`src/rtl/jtcps2_eeprom_pkg.sv`:
```
// rtl/jtcps2_eeprom_pkg.sv - shared opcodes, states and sizes for the 93C46 EEPROM model
package jtcps2_eeprom_pkg;

    localparam int WORDS = 64;

    localparam logic [1:0] OP_READ  = 2'b10;
    localparam logic [1:0] OP_WRITE = 2'b01;
    localparam logic [1:0] OP_ERASE = 2'b11;
    localparam logic [1:0] OP_EXT   = 2'b00;

    localparam logic [1:0] EXT_EWDS = 2'b00;
    localparam logic [1:0] EXT_WRAL = 2'b01;
    localparam logic [1:0] EXT_ERAL = 2'b10;
    localparam logic [1:0] EXT_EWEN = 2'b11;

    typedef enum logic [2:0] {IDLE, OPC, ADDR, DIN, DOUT, HOLD, BUSY} state_t;

    // Array operation committed when scs falls in HOLD
    typedef enum logic [2:0] {PEND_NONE, PEND_WRITE, PEND_ERASE, PEND_ERAL, PEND_WRAL} pend_t;

endpackage

```
`src/rtl/jtcps2_eeprom_mem.sv`:
```
// rtl/jtcps2_eeprom_mem.sv - 64x16 array with serial word write/read and registered host byte port
module jtcps2_eeprom_mem #(
    parameter int AW = 6
) (
    input  logic          clk,
    input  logic          rstn,
    input  logic          we,
    input  logic [AW-1:0] waddr,
    input  logic [15:0]   wdata,
    input  logic [AW-1:0] raddr,
    output logic [15:0]   rdata,
    input  logic [AW:0]   host_addr,
    input  logic [7:0]    host_din,
    input  logic          host_we,
    output logic [7:0]    host_dout
);

    logic [15:0] mem [0:(1<<AW)-1];

    assign rdata = mem[raddr];

    // Contents survive reset on purpose: this is the NVRAM
    always_ff @(posedge clk) begin
        if (we) begin
            mem[waddr] <= wdata;
        end else if (host_we) begin
            if (host_addr[0]) mem[host_addr[AW:1]][7:0]  <= host_din;
            else              mem[host_addr[AW:1]][15:8] <= host_din;
        end
    end

    always_ff @(posedge clk or negedge rstn) begin
        if (!rstn) begin
            host_dout <= 8'h00;
        end else begin
            host_dout <= host_addr[0] ? mem[host_addr[AW:1]][7:0] : mem[host_addr[AW:1]][15:8];
        end
    end

endmodule

```
`src/rtl/jtcps2_eeprom.sv`:
```
// rtl/jtcps2_eeprom.sv - 93C46-style serial EEPROM responder; host dump port enabled by JTCPS2_EEPROM_DUMP_EN
module jtcps2_eeprom
    import jtcps2_eeprom_pkg::*;
#(
    parameter int BUSY_CYC = 2048,
    parameter int AW       = 6
) (
    input  logic       clk,
    input  logic       rstn,
    input  logic       scs,
    input  logic       sclk,
    input  logic       sdi,
    output logic       sdo,
    input  logic [6:0] dump_addr,
    input  logic [7:0] dump_din,
    input  logic       dump_we,
    output logic [7:0] dump_dout,
    output logic       dump_change
);

    localparam int BW = $clog2(BUSY_CYC) + 1;

    state_t          st;
    pend_t           pend;
    logic            sclk_l, scs_l, rise, cs_fall, wen, chg;
    logic [3:0]      cnt;
    logic [1:0]      opc;
    logic [AW-1:0]   addr, addr_nx, raddr, mem_waddr;
    logic [15:0]     sr, din, rdata, mem_wdata;
    logic [BW-1:0]   busy_cnt;
    logic            mem_we, host_we;
    logic [7:0]      host_dout;

    assign rise    = sclk & ~sclk_l;
    assign cs_fall = ~scs & scs_l;
    assign addr_nx = {addr[AW-2:0], sdi};
    // The last address rise needs the word at the address being completed
    assign raddr   = (st == ADDR) ? addr_nx : addr + AW'(1);

    always_comb begin
        mem_we    = 1'b0;
        mem_waddr = addr;
        mem_wdata = din;
        if (st == BUSY) begin
            case (pend)
                PEND_WRITE: mem_we = (busy_cnt == '0);
                PEND_ERASE: begin
                    mem_we    = (busy_cnt == '0);
                    mem_wdata = 16'hFFFF;
                end
                PEND_ERAL: begin
                    mem_we    = (busy_cnt < BW'(WORDS));
                    mem_waddr = busy_cnt[AW-1:0];
                    mem_wdata = 16'hFFFF;
                end
                PEND_WRAL: begin
                    mem_we    = (busy_cnt < BW'(WORDS));
                    mem_waddr = busy_cnt[AW-1:0];
                end
                default: ;
            endcase
        end
    end

    always_ff @(posedge clk or negedge rstn) begin
        if (!rstn) begin
            st       <= IDLE;
            pend     <= PEND_NONE;
            sclk_l   <= 1'b0;
            scs_l    <= 1'b0;
            wen      <= 1'b0;
            chg      <= 1'b0;
            sdo      <= 1'b1;
            cnt      <= 4'd0;
            opc      <= 2'b00;
            addr     <= '0;
            sr       <= 16'h0000;
            din      <= 16'h0000;
            busy_cnt <= '0;
        end else begin
            sclk_l <= sclk;
            scs_l  <= scs;
            chg    <= 1'b0;
            case (st)
                IDLE: begin
                    sdo <= 1'b1;
                    if (rise && scs && sdi) begin
                        st  <= OPC;
                        cnt <= 4'd0;
                    end
                end
                OPC: begin
                    if (cs_fall) begin
                        st <= IDLE;
                    end else if (rise) begin
                        opc <= {opc[0], sdi};
                        cnt <= cnt + 4'd1;
                        if (cnt == 4'd1) begin
                            st  <= ADDR;
                            cnt <= 4'd0;
                        end
                    end
                end
                ADDR: begin
                    if (cs_fall) begin
                        st <= IDLE;
                    end else if (rise) begin
                        addr <= addr_nx;
                        cnt  <= cnt + 4'd1;
                        if (cnt == 4'(AW-1)) begin
                            cnt  <= 4'd0;
                            pend <= PEND_NONE;
                            st   <= HOLD;
                            case (opc)
                                OP_READ: begin
                                    sr  <= rdata;
                                    sdo <= 1'b0;
                                    st  <= DOUT;
                                end
                                OP_WRITE: begin
                                    pend <= PEND_WRITE;
                                    st   <= DIN;
                                end
                                OP_ERASE: pend <= PEND_ERASE;
                                default: begin
                                    case (addr_nx[AW-1:AW-2])
                                        EXT_EWEN: wen  <= 1'b1;
                                        EXT_EWDS: wen  <= 1'b0;
                                        EXT_ERAL: pend <= PEND_ERAL;
                                        default: begin
                                            pend <= PEND_WRAL;
                                            st   <= DIN;
                                        end
                                    endcase
                                end
                            endcase
                        end
                    end
                end
                DIN: begin
                    if (cs_fall) begin
                        st <= IDLE;
                    end else if (rise) begin
                        din <= {din[14:0], sdi};
                        cnt <= cnt + 4'd1;
                        if (cnt == 4'd15) st <= HOLD;
                    end
                end
                DOUT: begin
                    if (cs_fall) begin
                        st  <= IDLE;
                        sdo <= 1'b1;
                    end else if (rise) begin
                        sdo <= sr[15];
                        cnt <= cnt + 4'd1;
                        if (cnt == 4'd15) begin
                            addr <= addr + AW'(1);
                            sr   <= rdata;
                        end else begin
                            sr <= {sr[14:0], 1'b0};
                        end
                    end
                end
                HOLD: begin
                    if (cs_fall) begin
                        if (pend != PEND_NONE && wen) begin
                            st       <= BUSY;
                            sdo      <= 1'b0;
                            busy_cnt <= '0;
                        end else begin
                            st <= IDLE;
                        end
                    end
                end
                BUSY: begin
                    sdo <= 1'b0;
                    chg <= (busy_cnt == '0);
                    if (busy_cnt == BW'(BUSY_CYC - 1)) begin
                        st  <= IDLE;
                        sdo <= 1'b1;
                    end else begin
                        busy_cnt <= busy_cnt + BW'(1);
                    end
                end
                default: st <= IDLE;
            endcase
        end
    end

`ifdef JTCPS2_EEPROM_DUMP_EN
    assign host_we     = dump_we & (st == IDLE);
    assign dump_dout   = host_dout;
    assign dump_change = chg;
`else
    logic unused_dump;
    assign host_we     = 1'b0;
    assign dump_dout   = 8'h00;
    assign dump_change = 1'b0;
    assign unused_dump = ^{dump_we, host_dout, chg};
`endif

    jtcps2_eeprom_mem #(.AW(AW)) u_mem (
        .clk       (clk),
        .rstn      (rstn),
        .we        (mem_we),
        .waddr     (mem_waddr),
        .wdata     (mem_wdata),
        .raddr     (raddr),
        .rdata     (rdata),
        .host_addr (dump_addr),
        .host_din  (dump_din),
        .host_we   (host_we),
        .host_dout (host_dout)
    );

endmodule

```
`config.mk`:
```
export PLATFORM = sky130hd
export DESIGN_NAME = jtcps2_eeprom
export DESIGN_NICKNAME = d
export VERILOG_FILES = /design/src/rtl/jtcps2_eeprom_pkg.sv /design/src/rtl/jtcps2_eeprom_mem.sv /design/src/rtl/jtcps2_eeprom.sv
export SDC_FILE = /design/constraint.sdc
export NUM_CORES = 1
export LEC_CHECK = 0
export BUFFER_PORTS_ARGS = -buffer_cell sky130_fd_sc_hd__buf_2
export CORE_MARGIN = 2
export CORE_UTILIZATION = 64
export DETAILED_ROUTE_END_ITERATION = 10
export HOLD_SLACK_MARGIN = 0.12
export MAX_ROUTING_LAYER = met4
export PLACE_DENSITY = 0.87
export REMOVE_ABC_BUFFERS = 1
export SLEW_MARGIN = 10
export SYNTH_ARGS = -nofsm -noshare
export SYNTH_HDL_FRONTEND = slang
export SYNTH_HIERARCHICAL = 1
export SYNTH_SLANG_ARGS = --single-unit
```
`constraint.sdc`:
```
create_clock -name clk -period 4.8 [get_ports clk]
set_clock_uncertainty 0.1 [all_clocks]
set_input_delay 0.48 -clock clk [delete_from_list [all_inputs] [get_ports clk]]
set_output_delay 0.48 -clock clk [all_outputs]
set_load 0.01 [all_outputs]
```
==> results.cfg, run 1 <==
[outcome]
status = finished, violations left
violations = setup timing

[worst_setup_path]
cp.arrival_ns = 5.29
worstSetupStartpointType = flip-flop
worstPathRequired_ns = 5.20
cp_max_fo = 28
endpoint_kind = flip-flop
reg2reg_slack_ns = -0.09
crit_type = reg2reg

[power]
p_clk_frac = 0.427
switchingPower_mw = 3.856
p_comb_frac = 0.017
switching_share = 0.2059
p_per_area_nw_per_um2 = 380.2
internal_power_mw = 14.87
finalPower_mw = 18.72
leakagePower_nw = 16.99
seq_power_share = 0.556
max-vdd-ir-drop_v = 0.0002898

[detailed_routing]
via_per_inst = 7.571
drt-total-wl_mm = 119.9
wl_per_cell_um = 36.56
drt_pass1_iterations = 7
postRouteAntennaNets = 0
vias = 24818
drc_errors = 0
dr.first_iter.drc_count = 4889

[clocking]
cts_max_path_buffers = 3
cts_tree = yes
cts.sinks = 1090
h-tree-depth = 3
insertion_delay_ns = 0.69
root_buffer = clkbuf_16
cts_buffers = 97
cts_setup_buffers = 0
clk_pin_slew_worst_paths_ns = 0.07

[sta]
max_slew_margin = 0.1425
setup_ws_ns = -0.09340
whs_ns = 0.1828
max_freq_ghz = 0.2044
rsz0062_at_grt = false
slew_viol_final = 0
fin_crit_sh = 1.019
setup_viol = 2
min_period_ns = 4.893
worstMarginPinSlew_ns = 1.284
finalHoldViolCount = 0

[final_layout]
area_growth_pct = 12.66
fin_util = 0.7307
layout.nets = 2347
final_cell_mix = 1024 x edfxtp_1, 320 x mux4_2, 162 x nor2_1
layout-drive-gt1-share = 0.3146
final_common_cell = edfxtp_1
final_cell_area_um2 = 49240

[synthesis]
syn_avg_cell_area_um2 = 20.43
netlist_instances = 2139
syn-cell-area_um2 = 43710
yosys_warnings = 6

[placement]
hpwl_mm = 62.43
dpl_cell_area_um2 = 45930
dpl_worst_slack_ns = 0.5008
place_congestion = 0.8959
port-buffer-count = 20

[floorplanning]
num_io_pins = 31
die_w_um = 265.3
dieHeight_um = 265.3
start_util = 0.6485
dieArea_um2 = 70400
core-area_um2 = 67400
placementRows = 95

[global_route]
grt_overflow = 0
grt_pass1_vias = 24729
antenna_found_initial = 8
grt_start_max_net_pins = 67
gr-usage-all-layers = 0.3589
grt_pass1_wl_mm = 174.7

[job]
drv_cap = 0

[min_path]
hold_class = in2reg
-- flip-flops by register name (all words and copies together) (netlist names) --
name       flops
addr           6
busy_cnt      12
cnt            4
din           16
opc            2
pend           3
sclk_l         1
scs_l          1
sdo            1
sr            16
st             3
u_mem/mem   1024
wen            1
-- power by group through the flow --
stage	combinational, mW	sequential, mW	clock (mW)
floorplan	0.117	10.6	0
global placement	0.248	10.6	0
detailed placement	0.276	10.6	0
CTS	0.292	10.4	8.01
global route	0.324	10.4	8.36
finish	0.314	10.4	7.99
-- critical path, stage by stage, from the launching register on --
cell	delay, ns
dfrtp_1	0.79
or3b_1	0.68
a21oi_4	0.39
buf_12	0.25
buf_12	0.29
mux4_2	0.57
mux4_2	0.56
mux2i_1	0.34
mux2i_1	0.18
mux2i_1	0.35
a21oi_2	0.17
-- stage by stage --
step,cells,setup TNS [ns]
after floorplan,2021,-333.32
after global placement,3088,0
after detailed placement,3088,0
after CTS,3270,0
after global routing,3277,0
final,3278,-0.09364
-- timing repair --
| action | CTS | global route |
|---|---|---|
| hold buffers | 3 | 0 |
| endpoints found under the hold margin | 67 | 0 |
| resized for setup | 0 | 6 |
| setup endpoints to repair | 0 | 40 |
-- path summary, 6_finish.rpt --
check                             start      end  depth (start not counted)
worst max-delay path              st[1]    sr[9]                         10
worst min-delay path                sdi   opc[0]                          2
worst max register to register    st[1]    sr[9]                         10
worst min register to register  din[15]  din[15]                          1
max in group asynchronous          rstn    sr[6]                          3
min in group asynchronous          rstn   cnt[3]                          3
-- final cells by class --
class	instances	area (µm²)
fillers	3166	18150
clock buffers	113	2509
inverters	12	45.04
repair buffers	197	1599
well taps	873	1092
diodes	8	20.02
multi-input cells	919	10890
clock inverters	66	684.4
flip-flops and latches	1090	32400
-- routing by layer --
metal,vias up,track usage,share of wire
met1,12449,0.4620,0.33
li1,9084,-,-
met5,-,-,0
met3,654,0.1088,0.14
met4,0,0.1651,0.064
met2,2631,0.5354,0.47
No activity file was read; power rests on OpenSTA's default activity.
==> run 2: changes to the inputs <==
Settings changed: CORE_MARGIN 2 to unset.
==> run 2 against run 1 <==
Against the previous run:
- the flow now finishes without violations
- sequential share of layout area decreased by 0.24 points
- maximum frequency increased by 2.3%
- die area decreased by 1.5%
==> results.cfg, run 2 (synthesized netlist as in run 1, its figures left out) <==
[global_route]
grt_pass1_vias = 24672
antenna_found_initial = 3
grt_overflow = 0
met2_usage = 0.5498
grt_pass1_wl_mm = 172.3
grt_start_max_net_pins = 68
gr-usage-all-layers = 0.3600
met1_usage = 0.4518
gr-usage-met3 = 0.09185
grt_most_used_layer = met2

[power]
switchingPower_mw = 3.899
leakagePower_nw = 17.11
switching_share = 0.2059
max-vdd-ir-drop_v = 0.0003170
internal_power_mw = 15.03
p_clk_frac = 0.433
p_comb_frac = 0.017
p_per_area_nw_per_um2 = 383.0
seq_power_share = 0.550

[sta]
whs_ns = 0.3985
max_freq_ghz = 0.2090
worstMarginPinSlew_ns = 1.316
setup_ws_ns = 0.01533
fin_crit_sh = 0.9968
finalHoldViolCount = 0
max_slew_margin = 0.1226
min_period_ns = 4.785
setup_viol = 0
rsz0062_at_grt = false
slew_viol_final = 0

[worst_setup_path]
endpoint_kind = flip-flop
cp.arrival_ns = 5.12
cp_max_fo = 34
worstPathRequired_ns = 5.14
worstSetupStartpointType = flip-flop
crit_type = reg2reg

[min_path]
hold_class = in2reg

[clocking]
cts_tree = yes
h-tree-depth = 3
cts_buffers = 100
root_buffer = clkbuf_16
clk_pin_slew_worst_paths_ns = 0.09
cts.sinks = 1090
cts_max_path_buffers = 3
insertion_delay_ns = 0.69
cts_resized = 0

[final_layout]
layout-drive-gt1-share = 0.3158
final_cell_area_um2 = 49420
top_register = u_mem/mem
final_common_cell = edfxtp_1
final_cell_mix = 1024 x edfxtp_1, 320 x mux4_2, 168 x nor2_1, 168 x buf_4, 102 x clkbuf_16
area_growth_pct = 13.08
final_cells = 3295
layout.nets = 2360
largestRegisters = u_mem/mem x1024, din x16, sr x16
largest_register_ffs = 1024

[detailed_routing]
dr.first_iter.drc_count = 4507
wl_per_cell_um = 35.95
drc_errors = 0
drt-total-wl_mm = 118.5
vias = 24415
postRouteAntennaNets = 0
drt_pass1_iterations = 8
via_per_inst = 7.410

[placement]
port-buffer-count = 20
dpl_worst_slack_ns = 0.6719
place_congestion = 0.8996
hpwl_mm = 63.78
dpl_cell_area_um2 = 46020
place_inst = 3097

[floorplanning]
placementRows = 95
num_io_pins = 31
start_util = 0.6485
core-area_um2 = 67400
die_w_um = 263.3
dieHeight_um = 263.3
dieArea_um2 = 69350

[job]
drv_cap = 0

[outcome]
status = complete, no violations
## run 2: cell count changes in the layout (fill, tap and decap cells not counted), moves of 4 or more
cell	previous run	this run
clkinv_1	20	25
nand2_4	13	9
buf_4	161	168
nand2_2	7	11
clkinv_4	2	6
nor2_1	162	168
clkbuf_16	98	102
nor2_2	6	0
## run 2: power by group through the flow
| stage | clock (mW) | combinational [mW] | sequential, mW |
|---|---|---|---|
| final | 8.20 | 0.313 | 10.4 |
| after global routing | 8.52 | 0.319 | 10.4 |
| after CTS | 8.20 | 0.295 | 10.4 |
| after detailed placement | 0 | 0.281 | 10.6 |
| after global placement | 0 | 0.253 | 10.6 |
| after floorplan | 0 | 0.117 | 10.6 |
## run 2: per-layer routing
| metal | up-vias | routed length (µm) |
|---|---|---|
| li1 | 9097 | - |
| met3 | 576 | 15640 |
| met4 | 0 | 7591 |
| met1 | 12299 | 38690 |
| met2 | 2443 | 56540 |
| met5 | - | 0 |
## run 2: worst max-delay path, cell delays in order, from the launching register on
cell and delay, ns:
dfrtp_1 0.50, buf_4 0.25, nor3b_1 0.54, buf_4 0.34, o21ai_0 0.26, nand2_4 0.61, buf_12 0.34, mux4_2 0.59
mux2i_1 0.32, mux2i_1 0.20, nand3_1 0.12, o21ai_0 0.31
## run 2: cell type report
type | instances | area (µm²)
Multi-Input combinational cell | 919 | 10860
Timing Repair Buffer | 207 | 1702
Clock buffer | 117 | 2629
Tap cell | 873 | 1092
Clock inverter | 71 | 683.2
Inverter | 12 | 45.04
Sequential cell | 1090 | 32400
Fill cell | 3144 | 17970
Antenna cell | 6 | 15.01
## run 2: final timing paths
check	from	endpoint	slack [ns]	depth (start not counted)
min in group asynchronous	rstn	busy_cnt[11]	0.54	3
worst max register to register	st[0]	sr[0]	0.02	11
worst min register to register	din[15]	din[15]	0.43	1
worst min-delay path	scs	scs_l	0.40	2
max in group asynchronous	rstn	sr[9]	3.39	3
worst max-delay path	st[0]	sr[0]	0.02	11
## run 2: metrics by stage
step           utilization  power (mW)  setup TNS [ns]
2_1_floorplan            -       10.74         -333.32
3_3_place_gp        0.6829       10.87               0
3_5_place_dp        0.6829       10.90               0
4_1_cts             0.7326       18.92               0
5_1_grt             0.7332       19.25               0
6_report            0.7334       18.93               0
## run 2: timing repair
item	4_1_cts	5_1_grt
buffers inserted	0	0
hold buffers	4	0
endpoints found under the hold margin	69	0
